<file path="src/rtl/mips_bus_arbiter.sv">
// mips_bus_arbiter: shares one cyc/stb/ack memory bus between the openmips
// instruction-fetch port and data-memory port. One transaction at a time,
// data port has fixed priority, each transaction bounded by an ack timeout.
module mips_bus_arbiter #(
    parameter int ADDR_W  = 32,
    parameter int DATA_W  = 32,
    parameter int TIMEOUT = 15
) (
    input  logic              clk,
    input  logic              rst,

    // Instruction-fetch requester
    input  logic              if_req_i,
    input  logic [ADDR_W-1:0] if_addr_i,
    output logic [DATA_W-1:0] if_data_o,
    output logic              if_ready_o,

    // Data-memory requester
    input  logic              mem_req_i,
    input  logic              mem_we_i,
    input  logic [3:0]        mem_sel_i,
    input  logic [ADDR_W-1:0] mem_addr_i,
    input  logic [DATA_W-1:0] mem_data_i,
    output logic [DATA_W-1:0] mem_data_o,
    output logic              mem_ready_o,

    // Shared bus master
    output logic              bus_cyc_o,
    output logic              bus_stb_o,
    output logic              bus_we_o,
    output logic [3:0]        bus_sel_o,
    output logic [ADDR_W-1:0] bus_addr_o,
    output logic [DATA_W-1:0] bus_data_o,
    input  logic [DATA_W-1:0] bus_data_i,
    input  logic              bus_ack_i,

    // Pipeline control
    output logic              stallreq_o,
    output logic              err_o
);

    localparam logic [1:0] IDLE    = 2'd0;
    localparam logic [1:0] BUS_IF  = 2'd1;
    localparam logic [1:0] BUS_MEM = 2'd2;
    localparam logic [1:0] DONE    = 2'd3;

    localparam logic [7:0] TIMEOUT_CNT = 8'(TIMEOUT);

    logic [1:0] state;
    logic [7:0] to_cnt;
    logic [7:0] to_cnt_inc;
    logic       bus_timeout;
    logic       bus_finish;

    // The count this BUS cycle would reach without an ack; reaching TIMEOUT ends it.
    assign to_cnt_inc  = to_cnt + 8'd1;
    assign bus_timeout = !bus_ack_i && (to_cnt_inc == TIMEOUT_CNT);
    assign bus_finish  = bus_ack_i || bus_timeout;

    // Strobe is never separate from the cycle on this bus.
    assign bus_stb_o = bus_cyc_o;

    // Stall while any requester waits; its own ready pulse releases it that cycle.
    assign stallreq_o = (if_req_i & ~if_ready_o) | (mem_req_i & ~mem_ready_o);

    // Arbitration FSM with registered bus, data and pulse outputs.
    always_ff @(posedge clk) begin
        // NOTE: sequential state uses non-blocking assignments so every
        // register samples pre-edge values regardless of statement order.
        if (rst) begin
            state       <= IDLE;
            to_cnt      <= 8'd0;
            bus_cyc_o   <= 1'b0;
            bus_we_o    <= 1'b0;
            bus_sel_o   <= 4'h0;
            bus_addr_o  <= '0;
            bus_data_o  <= '0;
            if_data_o   <= '0;
            if_ready_o  <= 1'b0;
            mem_data_o  <= '0;
            mem_ready_o <= 1'b0;
            err_o       <= 1'b0;
        end else begin
            // Pulses default low so they last exactly one cycle.
            if_ready_o  <= 1'b0;
            mem_ready_o <= 1'b0;
            err_o       <= 1'b0;

            case (state)
                IDLE: begin
                    // The MEM stage holds the older instruction, so it wins.
                    if (mem_req_i) begin
                        state      <= BUS_MEM;
                        to_cnt     <= 8'd0;
                        bus_cyc_o  <= 1'b1;
                        bus_we_o   <= mem_we_i;
                        bus_sel_o  <= mem_sel_i;
                        bus_addr_o <= mem_addr_i;
                        bus_data_o <= mem_data_i;
                    end else if (if_req_i) begin
                        state      <= BUS_IF;
                        to_cnt     <= 8'd0;
                        bus_cyc_o  <= 1'b1;
                        bus_we_o   <= 1'b0;
                        bus_sel_o  <= 4'hF;
                        bus_addr_o <= if_addr_i;
                        bus_data_o <= '0;
                    end
                end

                BUS_IF, BUS_MEM: begin
                    if (bus_finish) begin
                        state     <= DONE;
                        bus_cyc_o <= 1'b0;
                        err_o     <= !bus_ack_i;
                        if (state == BUS_IF) begin
                            if_ready_o <= 1'b1;
                            if_data_o  <= bus_ack_i ? bus_data_i : '0;
                        end else begin
                            mem_ready_o <= 1'b1;
                            // A timeout zeroes read data even for writes;
                            // an acked write leaves it untouched.
                            if (!bus_ack_i) begin
                                mem_data_o <= '0;
                            end else if (!bus_we_o) begin
                                mem_data_o <= bus_data_i;
                            end
                        end
                    end else begin
                        to_cnt <= to_cnt_inc;
                    end
                end

                // One quiet cycle so a request still held from the pipeline
                // edge is not served twice.
                DONE: state <= IDLE;

                default: state <= IDLE;
            endcase
        end
    end

endmodule

</file>
<file path="config.mk">
export PLATFORM = sky130hd
export DESIGN_NAME = mips_bus_arbiter
export DESIGN_NICKNAME = d
export VERILOG_FILES = /design/src/rtl/mips_bus_arbiter.sv
export SDC_FILE = /design/constraint.sdc
export NUM_CORES = 1
export LEC_CHECK = 0
export CAP_MARGIN = 20
export CORE_AREA = 2 2 130 132
export DETAILED_ROUTE_END_ITERATION = 6
export DIE_AREA = 0 0 132 134
export PLACE_DENSITY_LB_ADDON = 0.05
export SLEW_MARGIN = 10
export SYNTH_ARGS = -nofsm -noshare
export SYNTH_HDL_FRONTEND = slang
export SYNTH_SLANG_ARGS = --single-unit
</file>
<file path="constraint.sdc">
create_clock -name clk -period 3.9 [get_ports clk]
set_clock_uncertainty 0.05 [all_clocks]
set_input_delay 0.975 -clock clk [delete_from_list [all_inputs] [get_ports clk]]
set_output_delay 0.975 -clock clk [all_outputs]
set_load 0.02 [all_outputs]
</file>
; Word-level counts from Yosys, hierarchy flattened
; Cells that the tools add are included.
[totals]
reg_bits = 147
in_bits = 138
out_inout_bits = 139
word_cells = 68
[op_classes]
add_sub_neg = 1
eq_ne = 8
n_mux = 25
bitwise = 8
n_reduce_logical = 14
[op_table]
columns = op, n
row1 = 32-bit two-way mux, 7
row2 = 8-bit two-way mux, 3
row3 = 8-bit one-hot mux with 2 select lines, 1
row4 = 3-bit AND reduction, 3
row5 = "8-bit by 1-bit adder with 8-bit output, second input constant", 1
row6 = "8-bit by 4-bit equality test with 1-bit output, second input constant", 1
row7 = 4-bit two-way mux, 2
row8 = 1-bit two-way mux, 7
row9 = 2-bit two-way mux, 3
row10 = "2-bit inequality test, second input constant", 3
row11 = 2-bit one-hot mux with 3 select lines, 1
row12 = 1-bit NOT, 5
row13 = "2-bit equality test, second input constant", 2
row14 = 2-bit AND reduction, 2
row15 = 4-bit AND reduction, 1
row16 = 2-bit nonzero test, 2
row17 = "3-bit inequality test, second input constant", 1
row18 = 3-bit OR reduction, 1
row19 = 1-bit bitwise AND, 2
row20 = "2-bit by 1-bit equality test with 1-bit output, second input constant", 1
row21 = 2-bit logical NOT, 1
row22 = 1-bit one-hot mux with 2 select lines, 1
row23 = 2-bit OR reduction, 1
row24 = 1-bit logical AND, 1
row25 = 3 further kinds, 3

; Logic depth before layout (Yosys ltp)
[logic_depth]
ltp_word = 6
depth_mapped = 8
mapped_depth_nobuf = 7

; Worst setup path after synthesis
; OpenSTA, ideal clock, no wires.
[synth_timing]
path_kind = in2out
startpoint = input mem_req_i
endpoint = output stallreq_o
arrival_time_ps = 1733
required_time_ps = 2875
path_slack_ps = 1142
cell_stages = 3
path_buffers = 1
path_cell_list = clkbuf_1 inv_1 o22ai_1
[synth_via]
elab_chain_len = 2
[synth_lines]
columns = item, line_no
row1 = "start, declared", 19  ; input logic mem_req_i,
row2 = 1-bit bitwise AND, 64  ; assign stallreq_o = (if_req_i & ~if_ready_o) | (mem_req_i & ~mem_ready_o);
row3 = 1-bit OR, 64
row4 = "end, declared", 38  ; output logic stallreq_o,
; Every way passes these cells.

; Final worst setup path
[layout_timing]
startpoint = input if_req_i
endpoint = output stallreq_o
[layout_via]
elab_chain_len = 2
[layout_lines]
columns = item, line_no
row1 = "start, declared", 13  ; input logic if_req_i,
row2 = 1-bit bitwise AND, 64
row3 = 1-bit OR, 64
; Every way passes these cells.

==> flow_summary_export.csv <==
group,metric,value,unit
clock_tree,numCtsBuffers,17,
drt,drc,0,
worst_setup_path,cp_common_cell,"clkdlybuf4s50_1",
logic_synthesis,synth_edf_count,0,
logic_synthesis,synthFlopType,"dfxtp_1",
worst_setup_path,setup.worst_path.class,"in2out",
logic_synthesis,synthArstFlopShare,0,%
finish,areaGrowthSynthToFinish,63.2,%
global_route,grt_overflow,0,
global_route,grt.met2_usage,32.8,%
die,dieArea,0.0177,mm²
finish,nNetsFinal,981,
drt,wire_per_inst,16.8,µm
power,p_leak,3.37,nW
logic_synthesis,ys_ff_latch,147,
clock_tree,cts_resized,0,
drt,finalWirelength,18.0,mm
timing,setup_viol,0,
placement,portBuffers,276,
worst_setup_path,critPathLaunchType,"input port",
drt,drt_first_pass_iters,5,
drt,drt_iter0_markers,324,
min_path,hp-class,"reg2reg",
logic_synthesis,synth_xor_area_share,0.627,%
timing,hold_viol_final,0,
timing,period_share,86.5,%
global_route,grt_max_degree,70,
die,core,0.0163,mm²
timing,slew_viol_final,0,
logic_synthesis,synthAdderAreaFrac,0.896,%
global_route,grt_pass1_vias,5338,
global_route,top_usage_layer,"met2",
clock_tree,cts_sinks,147,
die,die_w,132,µm
logic_synthesis,syn_avg_cell_area,9.51,µm²
worst_setup_path,crit_required,2.87,ns
die,start_util,34.3,%
timing,max_freq,0.296,GHz
finish,fin_util,56.0,%
worst_setup_path,critical-path-max-stage-delay,0.62,ns
timing,min_period,3.37,ns
logic_synthesis,synth_top_family_by_area,"compound AO/OA/AOI/OAI gates",
timing,slew_headroom,49.1,%
logic_synthesis,synthDistinctLibCells,43,
placement,dp_slack,0.529,ns
clock_tree,h-tree-depth,4,
timing,setup_ws,0.527,ns
timing,rsz0062_at_grt,"false",
global_route,grt_pass1_wl,28.5,mm
logic_synthesis,synthMuxAreaShare,5.74,%
logic_synthesis,syn-num-nets,729,
worst_setup_path,cp.arrival,2.35,ns
logic_synthesis,yosys_warnings,0,
drt,route.antenna.remaining_nets,0,
drt,via_count,5435,
placement,place_hpwl,12.7,mm
logic_synthesis,syn-cell-area,0.00558,mm²
power,report.power.total,5.84,mW
clock_tree,cts_tree,"done",
timing,worst_pin_slew,0.764,ns
logic_synthesis,synthCells,587,
die,rows,47,
clock_tree,cts_buffer_depth,2,
worst_setup_path,cp-end-kind,"output pin",
clock_tree,holdBufCountCts,0,
worst_setup_path,crit_fanout,3,
worst_setup_path,cpMaxStageDelayCell,"clkdlybuf4s50_1",
global_route,antenna_found_initial,0,
global_route,grt_usage,20.1,%
timing,setup_tns,0,ns
clock_tree,post_cts_buffers,0,
finish,drive_above_1_share,6.57,%
placement,gp_congestion,0.821,
status,outcome,"finished, final reports clean",
die,boundaryPins,277,
drt,avgViaCountPerCell,5.07,
logic_synthesis,ys_seq_area_share,52.7,%
logic_synthesis,yosys.area_share.simple,14.9,%
global_route,met1_usage,24.7,%
power,ir_drop,0.301,mV
clock_tree,clk_pin_slew,0.06,ns
clock_tree,worstSkewPairLatency,0.41,ns
global_route,met3_usage,7.07,%
finish,n_antenna_cell,0,
power,p_per_area,640,mW/mm²
die,fp.dieH,134,µm
logic_synthesis,synth_compound_area_share,20.4,%
run,cap_violations,0,
clock_tree,cts-root-buf,"clkbuf_16",
worst_setup_path,crit_chain,"clkdlybuf4s50_1, inv_1, o22ai_1, clkdlybuf4s50_1",
==> worst paths after layout <==
path,to,slack (ns),start,cells past startpoint
max,stallreq_o,0.53,if_req_i,4
min,if_data_o[1],0.40,if_data_o[1],2
max reg2reg,mem_data_o[2],1.40,to_cnt[0],7
min reg2reg,if_data_o[1],0.40,if_data_o[1],2
==> power breakdown <==
group          total [mW]  switching (mW)  internal [mW]
registers            2.00           0.176           1.83
clock network        1.74           0.637           1.10
logic                2.10            1.17          0.927
total                5.84            1.98           3.86
==> placed cells by master (no fill, tap or decap), types with 2 or more instances in the layout <==
cell type,n
clkdlybuf4s50_1,274
dfxtp_1,147
nor2_1,85
nand2_1,37
a21oi_1,36
a211oi_1,34
nand4_1,33
a22oi_1,33
a22o_1,32
mux2i_1,32
clkbuf_16,17
buf_4,11
inv_1,9
nor3_1,6
o21ai_0,5
o22ai_1,4
nand3_1,4
ha_1,4
clkinvlp_4,4
bufinv_16,4
clkinv_2,3
xnor2_1,2
xor2_1,2
and3_1,2
and2_1,2
or3_1,2
o211ai_1,2
o31ai_1,2
a22o_2,2
clkinv_4,2
clkbuf_8,2
==> area by class of cell <==
class,instances,area [µm²]
Fill cell,1476,7170
Inverter,9,33.8
Tap cell,220,275
Multi-Input combinational cell,378,2400
Clock inverter,13,183
Sequential cell,147,2940
Clock buffer,19,453
Timing Repair Buffer,286,2830
==> critical path: cells and delay by family <==
kind	cells	cell delay, ns
buf+inv	3	1.21
compound gates	1	0.15
==> cells by family (layout without fill, tap and decap cells) <==
kind of cell	count (synthesis)	in the layout
DFF	147	147
muxes	32	32
AOI/OAI and AO/OA	158	158
adders and majority gates	4	4
and+or+nand+nor	180	180
buffers and inverters	62	327
xor gates and xnor gates	4	4
==> registers in the layout (all words and copies together), names as in the netlist <==
signal       count
bus_we_o         1
mem_ready_o      1
bus_addr_o      32
bus_cyc_o        1
state            2
mem_data_o      32
if_data_o       32
bus_data_o      32
to_cnt           8
bus_sel_o        4
err_o            1
if_ready_o       1
==> per-layer routing <==
metal  share of wire (%)  wire length, µm  vias up
met4                 1.8              327        0
met2                  47             8390      226
met3                 8.8             1570       28
met5                   0                0        -
li1                    -                -     2643
met1                  43             7690     2538
==> cell usage after synthesis (2+ instances only) <==
cell | n | share of area, %
and3_1 | 2 | 0.22
dfxtp_1 | 147 | 53
clkbuf_1 | 38 | 2.6
and2_1 | 2 | 0.22
nor3_1 | 6 | 0.54
xor2_1 | 2 | 0.31
o31ai_1 | 2 | 0.27
or3_1 | 2 | 0.22
a22o_1 | 32 | 5.0
a211oi_1 | 34 | 4.6
o22ai_1 | 4 | 0.45
nor4b_1 | 2 | 0.31
buf_6 | 3 | 0.60
ha_1 | 4 | 0.90
inv_1 | 9 | 0.60
a21oi_1 | 36 | 3.2
mux2i_1 | 32 | 5.7
nand4_1 | 33 | 3.7
buf_1 | 8 | 0.54
nand3_1 | 4 | 0.36
o21ai_0 | 5 | 0.45
a22o_2 | 2 | 0.36
a22oi_1 | 33 | 4.4
o21a_1 | 2 | 0.27
buf_2 | 3 | 0.27
nand2_1 | 37 | 2.5
xnor2_1 | 2 | 0.31
o211ai_1 | 2 | 0.27
nor2_1 | 85 | 5.7
==> stage by stage <==
step	cells	hold slack, ns	area (µm²)
2_1_floorplan	587	0.392	5580
3_3_place_gp	1040	0.389	8480
3_5_place_dp	1040	0.394	8480
4_1_cts	1072	0.402	9110
5_1_grt	1072	0.425	9110
6_report	1072	0.397	9110
Power figures use the tool's default switching activity.
